### config.mk
export PLATFORM = sky130hd
export DESIGN_NAME = reg_rom_ctrl
export DESIGN_NICKNAME = d
export VERILOG_FILES = /design/src/rtl/reg_rom_ctrl_pkg.sv /design/src/rtl/reg_rom_lastbuf.sv /design/src/rtl/reg_rom_ctrl.sv
export SDC_FILE = /design/constraint.sdc
export NUM_CORES = 1
export LEC_CHECK = 0
export ABC_AREA = 1
export CAP_MARGIN = 40
export CORE_MARGIN = 2
export CORE_UTILIZATION = 31
export CTS_CLUSTER_DIAMETER = 50
export DETAILED_ROUTE_END_ITERATION = 12
export GPL_ROUTABILITY_DRIVEN = 0
export PLACE_DENSITY = 0.67
export SYNTH_ARGS = -nofsm -noshare
export SYNTH_HDL_FRONTEND = slang
export SYNTH_SLANG_ARGS = --single-unit
### constraint.sdc
create_clock -name clk_i -period 1.7 [get_ports clk_i]
set_input_delay 0.17 -clock clk_i [delete_from_list [all_inputs] [get_ports clk_i]]
set_output_delay 0.17 -clock clk_i [all_outputs]
set_load 0.03 [all_outputs]
### src/rtl/reg_rom_ctrl_pkg.sv
// Shared definitions for the boot-ROM regbus slave: bus widths, the ROM base
// address on the regbus and the regbus request/response record layouts.
package reg_rom_ctrl_pkg;

    localparam int unsigned RegAddrWidth = 48;
    localparam int unsigned RegDataWidth = 32;

    // Where the boot ROM sits in the regbus address map.
    localparam logic [RegAddrWidth-1:0] BootromBase = 48'h0000_0200_0000;

    // Regbus request as produced by the AXI-to-regbus bridge.
    typedef struct packed {
        logic [RegAddrWidth-1:0]   addr;
        logic                      write;
        logic [RegDataWidth-1:0]   wdata;
        logic [RegDataWidth/8-1:0] wstrb;
        logic                      valid;
    } reg_req_t;

    // Regbus response returned to the bridge.
    typedef struct packed {
        logic [RegDataWidth-1:0] rdata;
        logic                    error;
        logic                    ready;
    } reg_rsp_t;

endpackage

### src/rtl/reg_rom_lastbuf.sv
// One-word last-read buffer: remembers the most recent ROM word (tag + data)
// so a repeated fetch of the same word can be answered without the ROM.
module reg_rom_lastbuf
    import reg_rom_ctrl_pkg::*;
#(
    parameter int unsigned TagWidth  = 14,
    parameter int unsigned DataWidth = RegDataWidth
) (
    input  logic                 clk_i,
    input  logic                 rst_ni,
    input  logic                 flush_i,
    input  logic                 fill_i,
    input  logic [TagWidth-1:0]  fill_tag_i,
    input  logic [DataWidth-1:0] fill_data_i,
    input  logic [TagWidth-1:0]  lookup_tag_i,
    output logic                 hit_o,
    output logic [DataWidth-1:0] data_o
);

    logic                 valid_q, valid_d;
    logic [TagWidth-1:0]  tag_q, tag_d;
    logic [DataWidth-1:0] data_q, data_d;

    // Next-state: a flush always wins over a simultaneous fill, so the entry
    // ends up invalid even though the fetched word is still returned upstream.
    always_comb begin
        valid_d = valid_q;
        tag_d   = tag_q;
        data_d  = data_q;
        if (fill_i) begin
            valid_d = 1'b1;
            tag_d   = fill_tag_i;
            data_d  = fill_data_i;
        end
        if (flush_i) begin
            valid_d = 1'b0;
        end
    end

    // Buffer storage registers.
    always_ff @(posedge clk_i or negedge rst_ni) begin
        if (!rst_ni) begin
            valid_q <= 1'b0;
            tag_q   <= '0;
            data_q  <= '0;
        end else begin
            valid_q <= valid_d;
            tag_q   <= tag_d;
            data_q  <= data_d;
        end
    end

    assign hit_o  = valid_q && (tag_q == lookup_tag_i);
    assign data_o = data_q;

endmodule

### src/rtl/reg_rom_ctrl.sv
// Regbus slave in front of a synchronous boot ROM. Reads go to the ROM with a
// fixed latency (or hit the last-word buffer); writes and accesses outside the
// ROM window get an error response. One transaction per pass through IDLE.
module reg_rom_ctrl
    import reg_rom_ctrl_pkg::*;
#(
    parameter int unsigned          AddrWidth    = RegAddrWidth,
    parameter int unsigned          DataWidth    = RegDataWidth,
    parameter logic [AddrWidth-1:0] BaseAddr     = BootromBase,
    parameter int unsigned          RomAddrWidth = 16,
    parameter int unsigned          RomLatency   = 1,
    parameter bit                   UseLastBuf   = 1'b1
) (
    input  logic                    clk_i,
    input  logic                    rst_ni,
    input  logic                    flush_i,
    input  logic                    reg_valid_i,
    input  logic                    reg_write_i,
    input  logic [AddrWidth-1:0]    reg_addr_i,
    input  logic [DataWidth-1:0]    reg_wdata_i,
    input  logic [DataWidth/8-1:0]  reg_wstrb_i,
    output logic                    reg_ready_o,
    output logic [DataWidth-1:0]    reg_rdata_o,
    output logic                    reg_error_o,
    output logic                    rom_req_o,
    output logic [RomAddrWidth-1:0] rom_addr_o,
    input  logic [DataWidth-1:0]    rom_data_i,
    output logic                    busy_o
);

    localparam int unsigned WordAddrWidth = RomAddrWidth - 2;
    localparam int unsigned CntWidth      = (RomLatency < 2) ? 1 : $clog2(RomLatency + 1);

    // Window bounds carried one bit wider so a ROM at the top of the address
    // space does not wrap its upper bound to zero.
    localparam logic [AddrWidth:0] RangeLo = {1'b0, BaseAddr};
    localparam logic [AddrWidth:0] RomSize = {{AddrWidth{1'b0}}, 1'b1} << RomAddrWidth;
    localparam logic [AddrWidth:0] RangeHi = RangeLo + RomSize;

    typedef enum logic [2:0] {
        StIdle,
        StWait,
        StResp,
        StHit,
        StErr
    } state_e;

    state_e                   state_q, state_d;
    logic [CntWidth-1:0]      cnt_q, cnt_d;
    logic [WordAddrWidth-1:0] waddr_q, waddr_d;
    logic [DataWidth-1:0]     data_q, data_d;

    logic [AddrWidth:0]       addr_ext;
    logic [AddrWidth-1:0]     offset;
    logic [WordAddrWidth-1:0] word_addr;
    logic                     in_range;
    logic                     buf_hit;
    logic [DataWidth-1:0]     buf_data;
    logic                     lookup_hit;
    logic                     fill;
    logic                     rom_req;
    logic                     unused_inputs;

    assign addr_ext  = {1'b0, reg_addr_i};
    assign in_range  = (addr_ext >= RangeLo) && (addr_ext < RangeHi);
    assign offset    = reg_addr_i - BaseAddr;
    assign word_addr = offset[RomAddrWidth-1:2];

    // Write data/strobes are meaningless for a ROM; offset bits outside the
    // word index are covered by the range check.
    assign unused_inputs = ^{reg_wdata_i, reg_wstrb_i,
                             offset[AddrWidth-1:RomAddrWidth], offset[1:0]};

    // The ROM word arrives in the last WAIT cycle; that is also the buffer fill.
    assign fill = (state_q == StWait) && (cnt_q == CntWidth'(1));

    if (UseLastBuf) begin : g_lastbuf
        reg_rom_lastbuf #(
            .TagWidth  (WordAddrWidth),
            .DataWidth (DataWidth)
        ) i_lastbuf (
            .clk_i        (clk_i),
            .rst_ni       (rst_ni),
            .flush_i      (flush_i),
            .fill_i       (fill),
            .fill_tag_i   (waddr_q),
            .fill_data_i  (rom_data_i),
            .lookup_tag_i (word_addr),
            .hit_o        (buf_hit),
            .data_o       (buf_data)
        );
    end else begin : g_nobuf
        assign buf_hit  = 1'b0;
        assign buf_data = '0;
    end

    // A flush in the same cycle as the lookup must not be answered from the
    // entry it is about to invalidate.
    assign lookup_hit = buf_hit && !flush_i;

    // FSM next-state and datapath: classify the request in IDLE, count down the
    // ROM latency in WAIT, then spend exactly one cycle in a response state.
    always_comb begin
        state_d = state_q;
        cnt_d   = cnt_q;
        waddr_d = waddr_q;
        data_d  = data_q;
        rom_req = 1'b0;
        case (state_q)
            StIdle: begin
                if (reg_valid_i) begin
                    waddr_d = word_addr;
                    if (reg_write_i || !in_range) begin
                        state_d = StErr;
                    end else if (lookup_hit) begin
                        data_d  = buf_data;
                        state_d = StHit;
                    end else begin
                        rom_req = 1'b1;
                        cnt_d   = CntWidth'(RomLatency);
                        state_d = StWait;
                    end
                end
            end
            StWait: begin
                cnt_d = cnt_q - CntWidth'(1);
                if (cnt_q == CntWidth'(1)) begin
                    data_d  = rom_data_i;
                    state_d = StResp;
                end
            end
            StResp, StHit, StErr: begin
                state_d = StIdle;
            end
            default: begin
                state_d = StIdle;
            end
        endcase
    end

    // FSM and datapath registers.
    always_ff @(posedge clk_i or negedge rst_ni) begin
        if (!rst_ni) begin
            state_q <= StIdle;
            cnt_q   <= '0;
            waddr_q <= '0;
            data_q  <= '0;
        end else begin
            state_q <= state_d;
            cnt_q   <= cnt_d;
            waddr_q <= waddr_d;
            data_q  <= data_d;
        end
    end

    // The ROM strobe is decoded from the live request, so it is masked while
    // reset is held to keep every output quiet during reset.
    assign rom_req_o  = rom_req && rst_ni;
    assign rom_addr_o = rom_req_o ? {word_addr, 2'b00} : '0;

    assign reg_ready_o = (state_q == StResp) || (state_q == StHit) || (state_q == StErr);
    assign reg_error_o = (state_q == StErr);
    assign reg_rdata_o = ((state_q == StResp) || (state_q == StHit)) ? data_q : '0;
    assign busy_o      = (state_q != StIdle);

endmodule
Yosys cells after proc, flatten, opt, wreduce, memory -nomap -nowiden
Index checks and enable logic that the tools add are counted.
{ "totals": {"elab_cells": 61, "ramBits": 0, "inputBits": 121, "romBits": 0, "output_inout_bits": 52, "latchBits": 0, "mem_count": 0, "reg_bits": 97} }
{ "classes": {"n_eq_ne": 10, "n_shift": 0, "muxes": 22, "div": 0, "n_reduce_logical": 18, "n_lt_le_gt_ge": 2, "multipliers": 0, "add_sub_neg": 2, "bitwise": 0} }
{ "ops": {"columns": ["operator", "count"], "rows": [
  ["$mux 32", 5],
  ["$pmux 32 s2", 1],
  ["$ge 48x26->1 const B", 1],
  ["$lt 48x26->1 const B", 1],
  ["$mux 16", 1],
  ["$sub 16x1->16 const B", 1],
  ["$eq 14x14->1", 1],
  ["$ne 2x2->1 const B", 5],
  ["$mux 1", 9],
  ["$mux 3", 3],
  ["$eq 3x2->1 const B", 2],
  ["$pmux 3 s2", 1],
  ["$logic_and 1x1->1", 5],
  ["$reduce_and 5->1", 1],
  ["$reduce_and 2->1", 2],
  ["$reduce_and 4->1", 1],
  ["$reduce_bool 2->1", 2],
  ["$eq 3x1->1 const B", 1],
  ["$eq 3x3->1 const B", 1],
  ["$logic_not 3->1", 1],
  ["$logic_or 1x1->1", 3],
  ["$reduce_bool 3->1", 1],
  ["$logic_not 1->1", 2],
  ["$mux 2", 1],
  ["2 further kinds", 2]
]} }

Depth between registers and ports, before layout
Gate-level depths: netlist of the first run.
{ "depth": {"depth_word": 10, "mapped_depth": 12, "mapped_depth_nobuf": 12} }

Cells and area by module
Synthesis of the first run repeated with hierarchy kept, for this count alone.
{ "hier_totals": {"hier_cells": 713, "hier_area_um2": 4996.0} }
{ "by_module_without_submodules": {"columns": ["mod", "cells_each", "seq_area_each_um2", "area_each_um2", "instances"], "rows": [
  ["reg_rom_ctrl", 454, 1251.2, 2950.3, 1],
  ["reg_rom_lastbuf", 259, 1176.1, 2045.7, 1]
]} }

Worst setup path after synthesis of the first run
Ideal clock, no wire load.
{ "synth_path": {"path_type": "register to output", "from": "reg state_q[1]", "to": "out rom_addr_o[10]", "path_buffers": 1, "arrival_ns": 1.660, "setup_slack_ns": -0.130, "required_ns": 1.530, "path_stages_with_launch": 7, "cell_sequence": "dfrtp_1 nor2_2 nand2_2 nor2_4 nand4_2 buf_2 nor2_1"} }
{ "synth_via": {"elab_chain_cells": 4} }
{ "synth_rtl": {"columns": ["element", "line", "text"], "rows": [
  ["start: declaration", "reg_rom_ctrl.sv:48", "state_e state_q, state_d;"],
  ["start signal: assignment", "reg_rom_ctrl.sv:144", "state_q <= StIdle;"],
  ["start signal: assignment", "reg_rom_ctrl.sv:149", "state_q <= state_d;"],
  ["$logic_not 3->1", "reg_rom_ctrl.sv:109", "case (state_q)"],
  ["$mux 1", "reg_rom_ctrl.sv:109", null],
  ["$logic_and 1x1->1", "reg_rom_ctrl.sv:158", "assign rom_req_o = rom_req && rst_ni;"],
  ["$mux 16", "reg_rom_ctrl.sv:159", "assign rom_addr_o = rom_req_o ? {word_addr, 2'b00} : '0;"],
  ["end: declaration", "reg_rom_ctrl.sv:26", "output logic [RomAddrWidth-1:0] rom_addr_o,"]
]} }
Every way passes these cells.

Worst setup path in the final report of the first run
{ "layout_path": {"from": "reg state_q[1]", "to": "out rom_addr_o[6]"} }
The elaborated chain is that of the path after synthesis.

==> qor.txt, run 1 <==
Met1 wire length: 5.78 mm
Avg Synthesized Cell Area: 7.33 µm²
DR iter-0 viols: 246
Core Util, Final: 44.8%
Die Area: 17000 µm²
TritonCTS Buffers: 9
Worst setup path endpoint: rom_addr_o[6]
Clk slew on worst S/H paths: 60 ps
Slew of the pin with the lowest slew margin: 526 ps
Post-synthesis instance total: 675
Switch Pwr: 0.00188 W
GR Util All Layers: 15.1%
Die X: 130 µm
Root Driver: clkbuf_16
Asr flop ratio synth: 100%
IO Pins: 173
Pins over their slew limit: 0
Combinational Power Share: 22.0%
Failing checks: setup timing
Number of remaining DRC errors: 0
Internal reg-to-reg setup slack: -50 ps
Cell chain of the critical path: nor2_2 > nand2_2 > nor2_4 > nand4_4 > buf_12 > nor2_1 > buf_4
Largest net degree at the start of global routing: 98
Count leader, synth: nand2_1
Headroom to the max-slew limit: 64.9%
Clk buf depth: 2
Sink Count: 97
PwrDens: 913 nW/µm²
Met3 wire len: 583 µm
Minimum clock period: 1890 ps
Pleak: 3.78 nW
Grt total ovfl: 0
Final WL: 12.8 mm
# rows: 46
Final setup vio count: 48
Initial antenna violation count: 0
Reg-to-Reg End: data_q[27]
Met2 wire len: 6.13 mm
Worst min path class: in2reg
Layout Nets: 944
Worst R2R Start: g_lastbuf.i_lastbuf.tag_q[4]
Worst vdd ir: 0.000403 V
Vias in the first global route: 4256
Status: finished with violations
Critical path class: reg2out
Global-route wire length before repair: 20.2 mm
Area grow syn2layout: 42.7%
TritonCTS clock tree: yes
Max Cap Viol: 0
Synth warn: 0
Clk network pwr share: 29.4%
DRT Pass-1 Iters: 5
Seq pwr share: 48.6%
DR vias: 4475
CP Max Fanout: 15
Worst EP arrival: 1720 ps
# port buffers: 132
Slowest CP cell: dfrtp_1
Synth top cells by count: nand2_1 (203), inv_1 (105), dfrtp_1 (97)
Wire per inst: 12.2 µm
Top Layer Used: met4
Ranking of synthesized cells by area: dfrtp_1 (49%), nand2_1 (15%), o21ai_0 (8.4%), inv_1 (8.0%), nor2_1 (6.4%)
CP Launch Point: state_q[1]
DP Wirelength: 8.69 mm
Cell variety after synth: 27
Core Box Area: 15800 µm²
Post-synth top area share: 49.1%
Worst-skew pair later-pin latency: 340 ps
Share of the yosys chip area belonging to registers: 49.1%
Initial core utilization: 31.4%
Htree depth: 3
Tcrit/Tclk final: 111%
Netlist Area Pre-Place: 4950 µm²
Reg2reg path depth: 10
Setup crit end kind: output port
Drt via density: 4.29
Req. time, crit path: 1530 ps
Number of synthesized flops with an enable pin: 0
Share of cells above drive strength 1: 16.9%
Synth Register Bits: 97
Pint: 0.00457 W
Fin. Hold Viols: 0
Worst path max stage delay: 400 ps
Hold WS: 397 ps
Die height: 130 µm
Yosys top cell by area: dfrtp_1
RSZ-0062 raised after global routing: yes
Worst setup margin: -193 ps
Antenna cells: 0
Top_reg_cell synth: dfrtp_1
Setup crit start kind: flip-flop
Clk_skew: 6.84 ps
Remaining antenna violation count: 0
Switching Share: 29.1%
Maximum achievable frequency: 0.528 GHz
==> metrics by stage <==
stage               cell area [µm²]  setup TNS [ps]  cells  setup slack, ps  total power, W
global route                   7060           -9950   1044             -315         0.00691
CTS                            6900           -3180   1036             -215         0.00650
detailed placement             6580          -12040   1017             -273         0.00455
floorplan                      4950           -1170    676             -130         0.00397
finish                         7060           -3930   1044             -193         0.00645
global placement               6580          -10580   1017             -234         0.00451
==> flip-flops by register name, indices dropped and copies added, names as in the netlist <==
name and flops:
data_q 32, g_lastbuf.i_lastbuf.data_o 32, g_lastbuf.i_lastbuf.tag_q 14, waddr_q 14, state_q 3, cnt_q 1, g_lastbuf.i_lastbuf.valid_q 1
==> logic make-up after synthesis <==
group	count (synthesis)	synth area share (%)
simple gates	337	28.6
buf+inv	143	12.1
flops	97	49.1
compound gates	95	9.84
xor+xnor	1	0.177
mux	1	0.228
other cells	1	0.0758
==> cell usage in the layout, fill, tap and decap left out, types with 2 or more instances in the layout <==
| cell type | instances |
|---|---|
| conb_1 | 2 |
| inv_2 | 5 |
| nand2_2 | 5 |
| nor2_2 | 14 |
| nor2_4 | 3 |
| inv_1 | 101 |
| nor2_1 | 73 |
| clkbuf_1 | 3 |
| clkdlybuf4s50_1 | 82 |
| buf_6 | 7 |
| clkbuf_16 | 11 |
| or2_2 | 2 |
| dfrtp_1 | 97 |
| o21ai_0 | 82 |
| nand4_1 | 32 |
| buf_12 | 10 |
| clkbuf_8 | 2 |
| a21oi_1 | 11 |
| buf_4 | 71 |
| nand3_1 | 3 |
| nand2_1 | 199 |
==> critical path, delay by kind of cell, from the launching register on <==
kind | cells | cell delay (ps)
buf+inv | 2 | 330
flops | 1 | 400
simple gates | 5 | 650
==> repair_timing <==
item	in CTS	in global routing
gates resized for setup	7	23
hold buffers	1	0
gates cloned	0	3
hold endpoints to repair	51	0
buffers inserted	2	6
pin swaps	7	6
setup endpoints to repair	17	52
==> power by group through the flow <==
| stage | sequential [W] | combinational [W] | clock [W] |
|---|---|---|---|
| finish | 0.00313 | 0.00142 | 0.00190 |
| global route | 0.00321 | 0.00165 | 0.00206 |
| CTS | 0.00314 | 0.00139 | 0.00197 |
| detailed placement | 0.00318 | 0.00138 | 0 |
| global placement | 0.00316 | 0.00135 | 0 |
| floorplan | 0.00309 | 0.000875 | 0 |
==> area by class of cell <==
cell class / count / area [µm²]
multi-input combinational: 436 / 2000
inverter: 106 / 398
clock buffer: 14 / 264
fill: 1640 / 8710
sequential: 97 / 2430
tap: 216 / 270
timing repair buffer: 173 / 1690
clock inverter: 2 / 12.5
==> per-layer routing <==
metal / vias up / track usage [%]
li1: 2371 / -
met5: - / 0
met1: 2000 / 18.8
met2: 85 / 25.6
met3: 19 / 3.24
met4: 0 / 6.07
==> worst min path at each step <==
stage	endpoint	depth (start not counted)	from	slack (ps)
after floorplan	cnt_q	0	rst_ni	-130
after global routing	g_lastbuf.i_lastbuf.valid_q	2	flush_i	420
after detailed placement	g_lastbuf.i_lastbuf.valid_q	2	rst_ni	350
after CTS	g_lastbuf.i_lastbuf.valid_q	2	flush_i	390
final	g_lastbuf.i_lastbuf.valid_q	2	flush_i	400
after global placement	g_lastbuf.i_lastbuf.valid_q	2	rst_ni	340
(Power assumes the default switching activity.)
==> run 2, diff against run 1 <==
--- a/config.mk
+++ b/config.mk
@@ -9,10 +9,11 @@
 export CAP_MARGIN = 40
 export CORE_MARGIN = 2
 export CORE_UTILIZATION = 31
-export CTS_CLUSTER_DIAMETER = 50
+export CTS_CLUSTER_DIAMETER = 200
 export DETAILED_ROUTE_END_ITERATION = 12
 export GPL_ROUTABILITY_DRIVEN = 0
 export PLACE_DENSITY = 0.67
+export SETUP_SLACK_MARGIN = 0.15
 export SYNTH_ARGS = -nofsm -noshare
 export SYNTH_HDL_FRONTEND = slang
 export SYNTH_SLANG_ARGS = --single-unit
==> run 2 against run 1 <==
  * The run ends with hold timing, setup timing left
  * Largest cell class unchanged
  * Highest routed layer unchanged
  * Worst hold slack got worse by 420 ps
  * Power is 11% higher
  * Largest power group unchanged
  * Wire length rose by 9.9%
  * Sequential power about the same
  * Non-clock buffer count increased by 24
  * Die area did not move
  * Register-to-register slack worse by 20 ps
==> qor.txt, run 2 (synthesized netlist as in run 1, its figures left out) <==
TritonCTS clock tree: yes (unchanged)
Worst path max stage delay: 400 ps (about the same)
Commonest non-fill, non-tap cell in the layout: nand2_1 (unchanged)
DRT Pass-1 Iters: 4 (was 5)
Reg-to-Reg End: data_q[19] (was data_q[27])
# port buffers: 132 (unchanged)
Worst min path class: in2async (was in2reg)
Multi-input logic area: 2370 µm² (was 2000 µm²)
Most frequent cells in the layout: nand2_1 (197), inv_1 (96), dfrtp_1 (96), clkdlybuf4s50_1 (81), o21ai_0 (77) (was nand2_1 (199), inv_1 (101), dfrtp_1 (97), o21ai_0 (82), clkdlybuf4s50_1 (82))
Grt total ovfl: 0 (unchanged)
Worst vdd ir: 0.000454 V (was 0.000403 V)
# rows: 46 (unchanged)
Initial antenna violation count: 0 (unchanged)
Headroom to the max-slew limit: 54.5% (was 64.9%)
GR Util All Layers: 17.2% (was 15.1%)
Setup crit start kind: input pin (was flip-flop)
Share of cells above drive strength 1: 25.2% (was 16.9%)
Slowest CP cell: clkdlybuf4s50_1 (was dfrtp_1)
Root Driver: clkbuf_16 (unchanged)
Fillers: 1532 (was 1640)
Die height: 130 µm (unchanged)
PwrDens: 892 nW/µm² (was 913 nW/µm²)
Initial core utilization: 31.4% (unchanged)
Status: finished with violations (unchanged)
Clk buf depth: 2 (unchanged)
DR vias: 4752 (was 4475)
Final WL: 14.0 mm (was 12.8 mm)
Sink Count: 97 (unchanged)
Maximum achievable frequency: 0.528 GHz (about the same)
Worst setup path endpoint: rom_addr_o[10] (was rom_addr_o[6])
Worst setup margin: -195 ps (was -193 ps)
Tcrit/Tclk final: 111% (about the same)
Core Box Area: 15800 µm² (unchanged)
Post-DP Area: 6680 µm² (was 6580 µm²)
Number of remaining DRC errors: 0 (unchanged)
Setup crit end kind: output port (unchanged)
Post-route cell area: 8040 µm² (was 7060 µm²)
Final setup vio count: 47 (was 48)
TritonCTS Buffers: 9 (unchanged)
Fin. Hold Viols: 44 (was 0)
Failing checks: hold timing, setup timing (was setup timing)
Largest net degree at the start of global routing: 54 (was 98)
Hold buffers post-CTS: 0 (was 1)
Layout Nets: 968 (was 944)
Die X: 130 µm (unchanged)
Worst R2R Start: state_q[1] (was g_lastbuf.i_lastbuf.tag_q[4])
IO Pins: 173 (unchanged)
Pleak: 4.06 nW (was 3.78 nW)
Cell chain of the critical path: clkdlybuf4s50_1 > or2_1 > nor2_2 > nand3_2 > nor2_4 > nand4_4 > buf_12 > nor2_4 > buf_6 (was nor2_2 > nand2_2 > nor2_4 > nand4_4 > buf_12 > nor2_1 > buf_4)
Pins over their slew limit: 0 (unchanged)
Req. time, crit path: 1530 ps (about the same)
RSZ-0062 raised after global routing: yes (unchanged)
DP Wirelength: 9.09 mm (was 8.69 mm)
Remaining antenna violation count: 0 (unchanged)
DR iter-0 viols: 239 (was 246)
Clk_skew: 9.84 ps (was 6.84 ps)
Worst-skew pair later-pin latency: 350 ps (was 340 ps)
Most used cell, CP: nor2_4
Antenna cells: 0 (unchanged)
Area grow syn2layout: 62.6% (was 42.7%)
FF/Latch Area: 2430 µm² (about the same)
Worst EP arrival: 1720 ps (about the same)
Critical path class: in2out (was reg2out)
Die Area: 17000 µm² (unchanged)
Max Cap Viol: 0 (unchanged)
CP Launch Point: reg_addr_i[16] (was state_q[1])
Wire per inst: 13.1 µm (was 12.2 µm)
Drt via density: 4.45 (was 4.29)
Hold WS: -27.0 ps (was 397 ps)
Htree depth: 3 (unchanged)
Global-route wire length before repair: 22.9 mm (was 20.2 mm)
Vias in the first global route: 4704 (was 4256)
Internal reg-to-reg setup slack: -70 ps (was -50 ps)
Clk slew on worst S/H paths: 60 ps (about the same)
Reg2reg path depth: 11 (was 10)
CP Max Fanout: 7 (was 15)
Slew of the pin with the lowest slew margin: 683 ps (was 526 ps)
Minimum clock period: 1890 ps (about the same)
## run 2: cell types whose count changed in the layout (fill, tap and decap cells not counted), moves of 5 or more
cell     before  now
nor2_2       14    7
buf_12       10   15
nor2_4        3   49
buf_6         7   56
o21ai_0      82   77
o21ai_1       0    5
buf_16        0    6
nor2_1       73   34
inv_1       101   96
buf_4        71   36
## run 2: final cells by class
cell class	count	share of cell area [%]
Clock inverter	7	1.28
Inverter	106	4.98
Clock buffer	9	2.80
Sequential cell	97	30.2
Tap cell	216	3.36
Multi-Input combinational cell	436	29.5
Timing Repair Buffer	197	27.9
## run 2: power by group
| group | switching, W | leakage (nW) | internal (W) |
|---|---|---|---|
| logic | 0.00100 | 2.77 | 0.000761 |
| registers | 0.000308 | 1.13 | 0.00284 |
| clock network | 0.000955 | 0.162 | 0.00131 |
## run 2: critical path: cells and delay by family
family	cells	cell delay (ps)
and+or+nand+nor	6	820
buffers and inverters	3	720
## run 2: worst min-delay path by stage
stage | cells after the start | slack (ps) | end | from
6_report | 2 | -30 | g_lastbuf.i_lastbuf.valid_q | rst_ni
5_1_grt | 2 | 30 | g_lastbuf.i_lastbuf.data_o[25] | rst_ni
4_1_cts | 2 | 8 | g_lastbuf.i_lastbuf.data_o[25] | rst_ni
3_5_place_dp | 2 | 390 | g_lastbuf.i_lastbuf.valid_q | rst_ni
3_3_place_gp | 2 | 390 | g_lastbuf.i_lastbuf.valid_q | rst_ni
2_1_floorplan | 0 | -130 | cnt_q | rst_ni
## run 2: metrics by stage
stage	setup TNS, ps	instances	setup WS, ps	utilization [%]	power, W
after floorplan	0	676	51.7	-	0.00398
after global placement	-14170	1024	-323	42.4	0.00453
after detailed placement	-15190	1024	-358	42.4	0.00457
after CTS	-4570	1065	-239	50.2	0.00718
after global routing	-11370	1068	-325	51.0	0.00761
final	-4170	1068	-195	51.0	0.00718
## run 2: what timing repair did
action | 4_1_cts | 5_1_grt
resized for setup | 147 | 30
buffers inserted | 18 | 1
endpoints found under the setup margin | 89 | 115
pin swaps | 20 | 16
gates cloned | 7 | 2
## run 2: per-layer routing
layer	vias to the layer above	GRT usage (%)	share of wire [%]
li1	2426	-	-
met1	2215	20.7	42
met2	95	30.5	52
met3	16	3.61	4.0
met4	0	5.88	1.8
met5	-	0	0
